File: src/rtl/mdu_ctrl.sv
// MULT/DIV unit with funct decode, owns HI/LO; multiply busy MUL_LAT cycles, divide busy WIDTH cycles.
// Backpressure: any MDU funct presented while busy raises stall and is held until the cycle after busy falls.
module mdu_ctrl #(
  parameter int WIDTH   = 32,
  parameter int MUL_LAT = 4
) (
  input  logic             clk,
  input  logic             rst,
  input  logic             en,
  input  logic [5:0]       ft,
  input  logic [WIDTH-1:0] a,
  input  logic [WIDTH-1:0] b,
  output logic             IsMdu,
  output logic [WIDTH-1:0] rdata,
  output logic             stall,
  output logic             busy,
  output logic [WIDTH-1:0] hi,
  output logic [WIDTH-1:0] lo
);

  localparam logic [5:0] F_MFHI  = 6'h10;
  localparam logic [5:0] F_MTHI  = 6'h11;
  localparam logic [5:0] F_MFLO  = 6'h12;
  localparam logic [5:0] F_MTLO  = 6'h13;
  localparam logic [5:0] F_MULT  = 6'h18;
  localparam logic [5:0] F_MULTU = 6'h19;
  localparam logic [5:0] F_DIV   = 6'h1A;
  localparam logic [5:0] F_DIVU  = 6'h1B;

  localparam int CMAX = (MUL_LAT > WIDTH) ? MUL_LAT : WIDTH;
  localparam int CW   = $clog2(CMAX);

  typedef enum logic [1:0] {S_IDLE, S_MUL, S_DIV} state_t;

  state_t           state;
  logic [CW-1:0]    cnt;
  logic [WIDTH-1:0] opa, opb, rem;
  logic             msgn, qneg, rneg, dz;
  logic             dec, sdiv;

  always_comb begin
    dec = 1'b0;
    case (ft)
      F_MFHI, F_MTHI, F_MFLO, F_MTLO,
      F_MULT, F_MULTU, F_DIV, F_DIVU: dec = 1'b1;
      default:                        dec = 1'b0;
    endcase
  end

  assign IsMdu = en & dec;
  assign busy  = (state != S_IDLE);
  assign stall = IsMdu & busy;
  assign sdiv  = (ft == F_DIV);

  always_comb begin
    rdata = '0;
    case (ft)
      F_MFHI:  rdata = hi;
      F_MFLO:  rdata = lo;
      default: rdata = '0;
    endcase
  end

  // One extra sign bit per operand lets one signed multiplier serve MULT and MULTU.
  logic signed [WIDTH:0]     ma, mb;
  logic signed [2*WIDTH-1:0] prod;
  assign ma   = $signed({msgn & opa[WIDTH-1], opa});
  assign mb   = $signed({msgn & opb[WIDTH-1], opb});
  assign prod = (2*WIDTH)'(ma) * (2*WIDTH)'(mb);

  // Restoring step: opa shifts the dividend out MSB-first and the quotient in LSB-first.
  logic [WIDTH:0]   trial;
  logic             ge;
  logic [WIDTH-1:0] rem_nx, quo_nx, quo_fix, rem_fix;
  assign trial   = {rem, opa[WIDTH-1]};
  assign ge      = (trial >= {1'b0, opb});
  assign rem_nx  = ge ? (trial[WIDTH-1:0] - opb) : trial[WIDTH-1:0];
  assign quo_nx  = {opa[WIDTH-2:0], ge};
  assign quo_fix = qneg ? -quo_nx : quo_nx;
  assign rem_fix = rneg ? -rem_nx : rem_nx;

  always_ff @(posedge clk) begin
    if (rst) begin
      state <= S_IDLE;
      cnt   <= '0;
      opa   <= '0;
      opb   <= '0;
      rem   <= '0;
      msgn  <= 1'b0;
      qneg  <= 1'b0;
      rneg  <= 1'b0;
      dz    <= 1'b0;
      hi    <= '0;
      lo    <= '0;
    end else begin
      case (state)
        S_IDLE: begin
          if (en) begin
            case (ft)
              F_MTHI: hi <= a;
              F_MTLO: lo <= a;
              F_MULT, F_MULTU: begin
                opa   <= a;
                opb   <= b;
                msgn  <= (ft == F_MULT);
                cnt   <= CW'(MUL_LAT - 1);
                state <= S_MUL;
              end
              F_DIV, F_DIVU: begin
                opa   <= (sdiv && a[WIDTH-1]) ? -a : a;
                opb   <= (sdiv && b[WIDTH-1]) ? -b : b;
                rem   <= '0;
                qneg  <= sdiv && (a[WIDTH-1] ^ b[WIDTH-1]);
                rneg  <= sdiv && a[WIDTH-1];
                dz    <= (b == '0);
                cnt   <= CW'(WIDTH - 1);
                state <= S_DIV;
              end
              default: ;
            endcase
          end
        end
        S_MUL: begin
          if (cnt == '0) begin
            {hi, lo} <= prod;
            state    <= S_IDLE;
          end else begin
            cnt <= cnt - 1'b1;
          end
        end
        S_DIV: begin
          opa <= quo_nx;
          rem <= rem_nx;
          if (cnt == '0) begin
            // With a zero divisor the remainder path already reproduces the dividend.
            lo    <= dz ? '1 : quo_fix;
            hi    <= rem_fix;
            state <= S_IDLE;
          end else begin
            cnt <= cnt - 1'b1;
          end
        end
        default: state <= S_IDLE;
      endcase
    end
  end

endmodule

File: config.mk
export PLATFORM = sky130hd
export DESIGN_NAME = mdu_ctrl
export DESIGN_NICKNAME = d
export VERILOG_FILES = /design/src/rtl/mdu_ctrl.sv
export SDC_FILE = /design/constraint.sdc
export NUM_CORES = 2
export LEC_CHECK = 0
export ABC_AREA = 0
export CAP_MARGIN = 20
export CORE_ASPECT_RATIO = 0.9
export CORE_MARGIN = 5
export CORE_UTILIZATION = 45
export CTS_BUF_LIST = sky130_fd_sc_hd__clkbuf_4
export CTS_CLUSTER_DIAMETER = 60
export DETAILED_ROUTE_END_ITERATION = 8
export HOLD_SLACK_MARGIN = 0.02
export SLEW_MARGIN = 10
export SYNTH_ARGS = -nofsm -noshare
export SYNTH_HDL_FRONTEND = slang
export SYNTH_SLANG_ARGS = --single-unit
File: constraint.sdc
create_clock -name clk -period 12.52 [get_ports clk]
set_clock_uncertainty 0.15 [all_clocks]
set_input_delay 3.756 -clock clk [delete_from_list [all_inputs] [get_ports clk]]
set_output_delay 3.756 -clock clk [all_outputs]
set_load 0.03 [all_outputs]
==> reports/results.tsv <==
stage	metric	value	unit
synth	Synth area leaders	fa_1 (44%), inv_1 (8.8%), nand2_1 (7.0%)	
routing	total vias in the final route	42140	
cts	clock transition at the registers of the reported paths	0.20	ns
worst_setup_path	Critical Path Slowest Stage Cell	dfxtp_1	
cts	CTS H-Tree Depth	4	
cells_and_area	post-route design area	54360	sq um
timing	slew margin rel.	0.2176	
synth	Seq/Total Area, Yosys	0.06698	
run	MaxCap Viol Count	0	
floorplan	die width	365.2	um
routing	DR iter-0 viols	4071	
synth	Post-Syn Nets	7514	
global_route	GR Overflow Total	0	
worst_setup_path	CP Data Arrival Time	10.43	ns
timing	final slew viol count	0	
power_and_ir_drop	VDD IR max	0.00004972	V
timing	Slew @ Worst Pin	1.157	ns
worst_setup_path	Reg2Reg Setup Slack	2.48	ns
cts	CTS tree	built	
worst_setup_path	Critical Path Start Type	register	
routing	met3 wire length	14830	um
status	status	completed	
cts	post-CTS setup buffers	0	
placed_design	post-DP HPWL	137400	um
synth	asr flop ratio synth	0	
synth	Post-synth EDFFs	0	
worst_setup_path	worst reg2reg path startpoint	opa[19]	
global_route	largest net degree at the start of global routing	93	
placed_design	final RePlAce weighted congestion	0.9929	
cts	CTS Root Cell	clkbuf_4	
routing	DRT antenna net count	0	
global_route	total track usage	0.2943	
floorplan	Die Area	120400	sq um
timing	Min Hold Slack	0.3341	ns
routing	wl on met1	73300	um
routing	final WL	173900	um
hold_path	worst min-delay path category	reg -> reg	
power_and_ir_drop	total power	1486	uW
cts	TritonCTS Sinks	171	
floorplan	initial core utilization	0.4522	
floorplan	Placement Rows	117	
worst_setup_path	critical path's most frequent cell	fa_1	
power_and_ir_drop	Pwr per Cell Area	27.35	nW/um^2
cts	clock buffer count from CTS	17	
cells_and_area	layout overhead on the synthesized area	6.355	%
worst_setup_path	Worst Path Class, Setup	reg -> reg	
timing	setup violators final	0	
floorplan	DIE HEIGHT	329.7	um
routing	Pre-Repair DR Iteration Count	7	
synth	Most used DFF post-synth	dfxtp_1	
hold_path	min-delay src	dz	
power_and_ir_drop	Leak	0.02511	uW
cts	post-CTS resize count	0	
timing	Final Hold Fails	0	
routing	Routed WL per cell	23.28	um
synth	Mean Syn Cell Area	8.434	sq um
timing	Setup TNS	0	ns
synth	Synth Cell Area	51110	sq um
synth	Post-Synthesis Cells	6060	
worst_setup_path	CP required	12.90	ns
floorplan	Placeable Area	113000	sq um
global_route	initial antenna violation count	14	
routing	drt drc	0	
timing	Max Clock Freq	0.09959	GHz
synth	Yosys top cell area share	0.4411	
worst_setup_path	worst setup path startpoint	opa[19]	
global_route	first-pass GRT wire length	269700	um
synth	YS warnings	0	
placed_design	DP Area	54020	sq um
synth	Synth Register Bits	171	
cts	Hold Buf Count CTS	0	
cts	clk_lat worst skew	0.70	ns
routing	vias per inst	5.642	
timing	period utilisation layout	0.8020	
synth	Yosys top cell by area	fa_1	
floorplan	io pins	172	
cts	Clock Tree Buf Depth	2	
cells_and_area	Nets	7419	
timing	min cycle time layout	10.04	ns
cells_and_area	share of cells above drive strength 1	0.03329	
worst_setup_path	crit path capture type	register	
timing	RSZ-0062 raised after global routing	no	
worst_setup_path	slowest cell delay on critical path	0.79	ns
routing	WL met2	78960	um
placed_design	IO buf count	171	
routing	top sig layer	met5	
worst_setup_path	CP max FO	30	
synth	Yosys cell types	84	
global_route	vias in the first global route	43480	
## critical path, delay by kind of cell, from the launching register on
kind,cells,cell delay [ns]
AO/OA/AOI/OAI,6,2.84
XOR/XNOR,1,0.15
adder cells (fa/ha/maj),9,4.33
buffers and inverters,7,0.92
flip-flops,1,0.79
AND/OR/NAND/NOR,3,0.67
## synth_stat cells (9+ instances only)
cell / number
xnor2_1: 125
a21oi_1: 223
or4_1: 16
or2_2: 23
o21a_1: 14
and2_1: 323
inv_1: 1192
a21o_1: 46
a311oi_1: 25
a31oi_1: 27
mux2i_1: 17
nor2b_1: 15
buf_2: 9
clkbuf_1: 329
ha_1: 255
nor3_1: 51
o21ai_0: 174
buf_1: 44
nand4_1: 20
nor2_1: 305
nand2b_1: 32
a211oi_1: 51
o21bai_1: 12
o41ai_1: 20
a22oi_1: 22
a22o_1: 33
nand3_1: 47
nor4_1: 28
a211o_1: 11
a221oi_1: 24
and3_1: 32
or3_1: 36
a311o_1: 10
nand2_1: 948
o211ai_1: 14
nand3b_1: 12
dfxtp_1: 171
fa_1: 1126
xor2_1: 63
o31ai_1: 23
## per-stage QoR
stage,setup WS [ns],utilization,instances
2_1_floorplan,3.533,-,6060
3_3_place_gp,2.714,0.4780,7431
3_5_place_dp,2.672,0.4780,7431
4_1_cts,2.676,0.4805,7462
5_1_grt,2.294,0.4809,7466
6_report,2.479,0.4810,7469
## layout by cell type (no fill, tap or decap), drive strengths merged, types with 10 or more instances in the layout
master	netlist	final
dfxtp	171	171
o31ai	24	24
nor4	29	29
nand4	20	20
and3	32	32
xor2	63	63
o41ai	20	20
o21bai	12	12
o21ai	181	181
a31oi	28	28
clkdlybuf4s50	0	170
clkbuf	329	17
o21a	14	14
mux2i	18	18
xnor2	125	125
nor2b	15	15
or3	36	36
nand3b	12	12
nor3	51	51
a22oi	22	22
a21o	46	46
a211oi	52	52
a311oi	25	25
a221oi	24	24
a21oi	224	224
a22o	33	33
nand2	948	948
nand2b	32	32
nand3	47	47
and2	323	323
a211o	11	11
nor2	305	305
inv	1192	1199
buf	56	101
fa	1126	1126
ha	255	255
or2	23	23
o211ai	15	15
or4	16	16
a311o	10	10
## where the power goes
group / switching (uW) / internal (uW) / total (uW)
sequential: 13.4 / 553 / 566
combinational: 377 / 173 / 550
clock: 264 / 107 / 370
## worst paths after layout
path	to	depth (start not counted)
worst max-delay path	hi[19]	26
worst min register to register	dz	2
worst max register to register	hi[19]	26
worst min-delay path	dz	2
## layout make-up
type / instances / area [sq um]
Antenna cell: 5 / 12.51
Timing Repair Buffer: 271 / 2491
Clock inverter: 14 / 155.1
Multi-Input combinational cell: 4310 / 41800
Tap cell: 1487 / 1861
Fill cell: 11120 / 58660
Sequential cell: 171 / 3430
Inverter: 1194 / 4482
Clock buffer: 17 / 127.6
## flip-flops by register name (all words and copies together) (netlist names)
signal / flops
rneg: 1
msgn: 1
rem: 32
hi: 32
cnt: 5
opa: 32
qneg: 1
lo: 32
opb: 32
state: 2
dz: 1
## layer usage
metal,vias up,track usage
met5,-,0
met4,8,0.09236
met3,349,0.05039
met2,1790,0.4708
met1,21580,0.4112
li1,18420,-
## cells by family (layout without fill, tap and decap cells)
| logic type | count (synthesis) | after routing | synth area share |
|---|---|---|---|
| AOI/OAI and AO/OA | 810 | 810 | 0.1043 |
| xor gates and xnor gates | 188 | 188 | 0.03222 |
| adders and majority gates | 1381 | 1381 | 0.5035 |
| buffers and inverters | 1579 | 1496 | 0.1166 |
| DFF | 171 | 171 | 0.06698 |
| muxes | 26 | 26 | 0.005435 |
| other | 0 | 5 | 0 |
| and+or+nand+nor | 1905 | 1905 | 0.1710 |
No activity file was read; power rests on OpenSTA's default activity.
